--- config.mk ---
export PLATFORM = sky130hd
export DESIGN_NAME = fpu_arbiter
export DESIGN_NICKNAME = d
export VERILOG_FILES = /design/src/rtl/fpu_arbiter.sv
export SDC_FILE = /design/constraint.sdc
export NUM_CORES = 1
export LEC_CHECK = 0
export ABC_AREA = 0
export CAP_MARGIN = 40
export CORE_MARGIN = 1
export CORE_UTILIZATION = 34
export DETAILED_ROUTE_END_ITERATION = 7
export PLACE_DENSITY_LB_ADDON = 0.1
export SYNTH_ARGS = -nofsm -noshare
export SYNTH_HDL_FRONTEND = slang
export SYNTH_SLANG_ARGS = --single-unit
--- constraint.sdc ---
create_clock -name wb_clk_i -period 1.45 [get_ports wb_clk_i]
set_input_delay 0.435 -clock wb_clk_i [delete_from_list [all_inputs] [get_ports wb_clk_i]]
set_output_delay 0.435 -clock wb_clk_i [all_outputs]
set_load 0.1 [all_outputs]
--- src/rtl/fpu_arbiter.sv ---
// Round-robin arbiter and sequencer sharing one FPU between two requesters.
// Optional watchdog abort is built when FPU_ARB_TIMEOUT_EN is defined.
module fpu_arbiter #(
  parameter int FPU_W   = 32,
  parameter int OP_W    = 3,
  parameter int TIMEOUT = 255
) (
  input  logic             wb_clk_i,
  input  logic             wb_rst_ni,
  input  logic             r0_req_i,
  input  logic             r1_req_i,
  input  logic [OP_W-1:0]  r0_op_i,
  input  logic [OP_W-1:0]  r1_op_i,
  input  logic [FPU_W-1:0] r0_a_i,
  input  logic [FPU_W-1:0] r0_b_i,
  input  logic [FPU_W-1:0] r1_a_i,
  input  logic [FPU_W-1:0] r1_b_i,
  output logic             r0_gnt_o,
  output logic             r1_gnt_o,
  output logic             r0_done_o,
  output logic             r1_done_o,
  output logic [FPU_W-1:0] res_o,
  output logic [4:0]       flags_o,
  output logic             fpu_start_o,
  output logic [OP_W-1:0]  fpu_op_o,
  output logic [FPU_W-1:0] fpu_a_o,
  output logic [FPU_W-1:0] fpu_b_o,
  input  logic             fpu_done_i,
  input  logic [FPU_W-1:0] fpu_res_i,
  input  logic [4:0]       fpu_flags_i,
  output logic             busy_o,
  output logic             owner_o,
  output logic             timeout_o
);

  typedef enum logic [1:0] {IDLE, ISSUE, WAIT, RESP} state_t;

  state_t           state, state_nxt;
  logic             owner, last_owner, win, wd_expire;
  logic [OP_W-1:0]  op_q;
  logic [FPU_W-1:0] a_q, b_q, res_q;
  logic [4:0]       flags_q;

  // On a tie the requester that did not own the FPU last time wins.
  assign win = (r0_req_i && r1_req_i) ? ~last_owner : r1_req_i;

`ifdef FPU_ARB_TIMEOUT_EN
  localparam int CW = $clog2(TIMEOUT + 1);
  localparam logic [CW-1:0] WD_LAST = CW'(TIMEOUT - 1);

  logic [CW-1:0] wd_cnt;
  logic          timed_out;

  always_ff @(posedge wb_clk_i or negedge wb_rst_ni) begin
    if (!wb_rst_ni) begin
      wd_cnt    <= '0;
      timed_out <= 1'b0;
    end else if (state == ISSUE) begin
      wd_cnt <= '0;
    end else if (state == WAIT) begin
      if (fpu_done_i) begin
        timed_out <= 1'b0;
      end else begin
        wd_cnt <= wd_cnt + CW'(1);
        if (wd_cnt == WD_LAST) timed_out <= 1'b1;
      end
    end
  end

  assign wd_expire = (state == WAIT) && !fpu_done_i && (wd_cnt == WD_LAST);
  assign timeout_o = (state == RESP) && timed_out;
`else
  assign wd_expire = 1'b0;
  assign timeout_o = 1'b0;
`endif

  always_ff @(posedge wb_clk_i or negedge wb_rst_ni) begin
    if (!wb_rst_ni) state <= IDLE;
    else            state <= state_nxt;
  end

  always_comb begin
    state_nxt = state;
    case (state)
      IDLE:    if (r0_req_i || r1_req_i) state_nxt = ISSUE;
      ISSUE:   state_nxt = WAIT;
      WAIT:    if (fpu_done_i || wd_expire) state_nxt = RESP;
      RESP:    state_nxt = IDLE;
      default: state_nxt = IDLE;
    endcase
  end

  // Operands are latched on the win so later input changes cannot reach the FPU.
  always_ff @(posedge wb_clk_i or negedge wb_rst_ni) begin
    if (!wb_rst_ni) begin
      owner      <= 1'b0;
      last_owner <= 1'b1;
      op_q       <= '0;
      a_q        <= '0;
      b_q        <= '0;
      res_q      <= '0;
      flags_q    <= '0;
    end else begin
      case (state)
        IDLE: if (r0_req_i || r1_req_i) begin
          owner <= win;
          op_q  <= win ? r1_op_i : r0_op_i;
          a_q   <= win ? r1_a_i  : r0_a_i;
          b_q   <= win ? r1_b_i  : r0_b_i;
        end
        WAIT: if (fpu_done_i) begin
          res_q   <= fpu_res_i;
          flags_q <= fpu_flags_i;
        end else if (wd_expire) begin
          res_q   <= FPU_W'(32'h7FC00000);
          flags_q <= 5'b10000;
        end
        RESP:    last_owner <= owner;
        default: ;
      endcase
    end
  end

  assign busy_o      = (state != IDLE);
  assign fpu_start_o = (state == ISSUE);
  assign r0_gnt_o    = (state == ISSUE) && !owner;
  assign r1_gnt_o    = (state == ISSUE) &&  owner;
  assign r0_done_o   = (state == RESP)  && !owner;
  assign r1_done_o   = (state == RESP)  &&  owner;
  assign owner_o     = owner;
  assign fpu_op_o    = op_q;
  assign fpu_a_o     = a_q;
  assign fpu_b_o     = b_q;
  assign res_o       = res_q;
  assign flags_o     = flags_q;

endmodule

Yosys cells after proc, flatten, opt, wreduce, memory -nomap -nowiden
Cells that the tools add are included.
W data, S select, Z words.
{"block": "word_totals", "regBits": 108, "inputBits": 176, "out_inout_bits": 112, "elab_cells": 33}
{"block": "op_classes", "n_eq_ne": 5, "n_mux": 7, "bitwise": 1, "reduce_logical": 12}
{"operator": "$mux W32", "n": 2}
{"operator": "$pmux W2 S4", "n": 1}
{"operator": "$reduce_and A2 Y1", "n": 3}
{"operator": "$logic_and A1 B1 Y1", "n": 5}
{"operator": "$eq A2 B2 Y1 const B", "n": 2}
{"operator": "$mux W2", "n": 2}
{"operator": "$ne A2 B2 Y1 const B", "n": 2}
{"operator": "$mux W3", "n": 1}
{"operator": "$eq A2 B1 Y1 const B", "n": 1}
{"operator": "$logic_not A2 Y1", "n": 1}
{"operator": "$reduce_bool A2 Y1", "n": 1}
{"operator": "$logic_not A1 Y1", "n": 1}
{"operator": "$logic_or A1 B1 Y1", "n": 1}
{"operator": "$mux W1", "n": 1}
{"operator": "$not A1 Y1", "n": 1}

Depth between registers and ports, before layout
{"block": "depth", "word_depth": 3, "ltp_mapped": 7, "mapped_depth_nobuf": 5}

Worst setup path after synthesis
No wires, ideal clock.
{"block": "synth_timing", "kind": "register to output", "start": "reg state[1]", "end": "out r0_gnt_o", "arrival_ns": 2.737, "required_ns": 1.015, "slack_ns": -1.722, "stages_incl_launch_ff": 4, "path_buffers": 0, "cell_sequence": "dfrtp_1 > inv_1 > ha_1 > nor2b_1"}
{"block": "synth_between", "elab_chain_cells": 2}
{"element": "start: declaration", "line_no": "38", "text": "state_t state, state_nxt;"}
{"element": "start signal: assignment", "line_no": "79", "text": "else state <= state_nxt;"}
{"element": "$eq A2 B1 Y1"}
{"element": "named net fpu_start_o", "line_no": "24", "text": "output logic fpu_start_o,"}
{"element": "$logic_and A1 B1 Y1", "line_no": "126", "text": "assign r0_gnt_o = (state == ISSUE) && !owner;"}
{"element": "end: declaration", "line_no": "18", "text": "output logic r0_gnt_o,"}
The timed path passes the listed nets, and every way through them passes these cells.

Worst setup path in the final report
{"block": "layout_timing", "start": "reg state[1]", "end": "out r0_gnt_o"}
{"block": "layout_between", "elab_chain_cells": 2}
{"element": "$eq A2 B1 Y1", "line_no": "126"}
{"element": "$logic_and A1 B1 Y1", "line_no": "126"}
Every way passes these cells.

==> run_results.csv <==
group,metric,value,unit
route,dr.pass1.iters,6,
sta,fin_tns_setup,-9290,ps
critical_path,cp-end-kind,"output pin",
layout,drive_gt1_frac,0.460,
min_path,hp-class,"in -> async",
synth,yosysMostFrequentCell,"a21oi_1",
sta,final_hold_viol_count,0,
route,avgRoutedWirePerCell,20.7,µm
clock_network,clk_pin_slew,80,ps
critical_path,worstSetupPathType,"reg -> out",
route,drtAntennaViolNets,0,
critical_path,rr_worst_depth,8,
floorplanning,start_util,0.351,
critical_path,start_kind,"register",
synth,syn_area,4690,µm²
layout,final_cell_area,10700,µm²
critical_path,crit_arrival,1450,ps
global_routing,grt_first_pass_wirelength,26.3,mm
route,vias,4928,
synth,ys_seq_area_frac,0.577,
critical_path,endpoint,"r0_gnt_o",
clock_network,cts_tree,"done",
place,placed_cell_area,9050,µm²
sta,skew,6.51,ps
global_routing,grt_pass1_vias,4943,
critical_path,crit_start,"state[1]$_DFFE_PN0P_",
critical_path,crit_fanout,3,
synth,yosysWarnings,0,
synth,synth_cells,472,
synth,synth_top_area_cell,"dfrtp_1",
sta,setup_viol,106,
floorplanning,fp.coreArea,13300,µm²
global_routing,gr-total-overflow,0,
global_routing,grt_max_degree,58,
route,drt-total-wl,20.1,mm
route,drc,0,
place,hpwl,12.3,mm
route,drt-initial-drc-count,174,
sta,timing.fmax,531,MHz
synth,synth_cell_types,22,
synth,synth_area_leaders,"dfrtp_1, a21oi_1, mux2_2, nand2_1, nor2_1",
global_routing,track_usage,0.241,
floorplanning,num_rows,42,
layout,nets,968,
place,gp_congestion,0.844,
layout,area_growth,129,%
clock_network,cts_sinks,108,
synth,synth_edf_count,0,
synth,synth_top_cells_by_count,"a21oi_1, dfrtp_1, nand2_1, nor2_1, mux2_2",
clock_network,cts_max_level,3,
synth,ys_seq_elements,108,
run_status,violations,"negative setup slack",
critical_path,r2r_start,"state[0]$_DFFE_PN0P_",
layout,fillers,775,
synth,syn-num-nets,653,
clock_network,cts_root_buf,"clkbuf_16",
sta,slew_viol_final,0,
floorplanning,ioPinCount,288,
synth,yosys.area.top_type_share,0.571,
critical_path,reg2reg_slack,-140,ps
layout,layoutNonFillerInstCount,968,
floorplanning,die_h,119,µm
sta,rsz0062_at_grt,"yes",
place,placedCellCount,926,
critical_path,r2r_end,"fpu_op_o[0]$_DFFE_PN0P_",
route,vias_per_cell,5.09,
run_status,outcome,"finished, violations left",
clock_network,insertion_delay,350,ps
floorplanning,die-area,14300,µm²
run,drv_cap,0,
synth,syn-mean-instance-area,9.94,µm²
floorplanning,die_w,119,µm
synth,synthFlopType,"dfrtp_1",
clock_network,cts_buffers,9,
sta,period_minus_slack,1880,ps
place,numPortBuffers,286,
critical_path,crit_required,1020,ps
sta,period_share,1.30,
synth,ys_async_sr_fraction,1.00,
global_routing,antenna_found_initial,0,
layout,n_antenna_cell,0,
clock_network,max-clock-path-buffers,2,
sta,finalWorstSetupSlack,-434,ps
## worst max-delay path: stages, from the launching register on
cell     delay, ps
dfrtp_1        410
inv_2          110
buf_6          110
ha_4           130
nor2b_4        160
buf_12         180
## state kept, by name, indices dropped and copies added, names as in the netlist
signal	flops
last_owner	1
owner_o	1
res_o	32
fpu_a_o	32
flags_o	5
fpu_b_o	32
state	2
fpu_op_o	3
## cell usage in the layout, fill, tap and decap left out, drive strengths merged
master	Yosys	layout
a21bo	1	1
a21boi	1	1
a21oi	135	135
and2	2	2
buf	26	152
clkbuf	7	19
clkdlybuf4s50	0	172
clkinv	0	4
clkinvlp	0	3
conb	1	1
dfrtp	107	107
dfstp	1	1
dlygate4sd2	0	2
dlygate4sd3	0	1
ha	5	5
inv	4	4
mux2	39	39
nand2	69	69
nor2	67	67
nor2b	2	2
nor3b	1	1
o21a	1	1
o21ai	2	2
o32a	1	1
## cell type report
class	instances	area (µm²)	area share
tap	176	220	0.0205
clock inverter	7	51.3	0.00478
inverter	4	18.8	0.00175
sequential	108	2720	0.253
timing repair buffer	337	4820	0.449
clock buffer	9	225	0.0210
multi-input combinational	327	2680	0.250
## worst min-delay path by stage
stage | slack, ps | end
3_3_place_gp | 270 | fpu_a_o[17]$_DFFE_PN0P_
2_1_floorplan | 140 | flags_o[0]$_DFFE_PN0P_
5_1_grt | 440 | fpu_a_o[17]$_DFFE_PN0P_
3_5_place_dp | 270 | fpu_a_o[17]$_DFFE_PN0P_
6_report | 440 | fpu_a_o[17]$_DFFE_PN0P_
4_1_cts | 430 | fpu_a_o[17]$_DFFE_PN0P_
## stage by stage
stage               utilization  setup slack, ps  hold slack [ps]
global route              0.803             -482              444
floorplan                     -             -394              139
global placement          0.678             -418              270
finish                    0.803             -434              435
detailed placement        0.678             -437              272
CTS                       0.714             -406              432
## what timing repair did
| item | CTS | global route |
|---|---|---|
| resized for setup | 10 | 204 |
| gates cloned | 3 | 11 |
| endpoints found under the hold margin | 4 | 0 |
| pin swaps | 1 | 44 |
| setup buffers | 6 | 8 |
| hold buffers | 1 | 0 |
| endpoints found under the setup margin | 113 | 114 |
## metal layers
metal / part of all wire / vias to the layer above / global-route usage
li1: - / 2217 / -
met3: 0.068 / 42 / 0.0565
met5: 0 / - / 0
met1: 0.36 / 2449 / 0.273
met2: 0.54 / 220 / 0.428
met4: 0.032 / 0 / 0.108
## cell families after synthesis
logic type | Yosys count | synth area share
other | 1 | 0.000800
adders and majority gates | 5 | 0.0133
and+or+nand+nor | 141 | 0.116
AOI/OAI and AO/OA | 141 | 0.155
buffers and inverters | 37 | 0.0446
DFF | 108 | 0.577
muxes | 39 | 0.0936
Power is not shown: default switching activity piles up to over one toggle a cycle in this logic, so the estimate is an artifact.
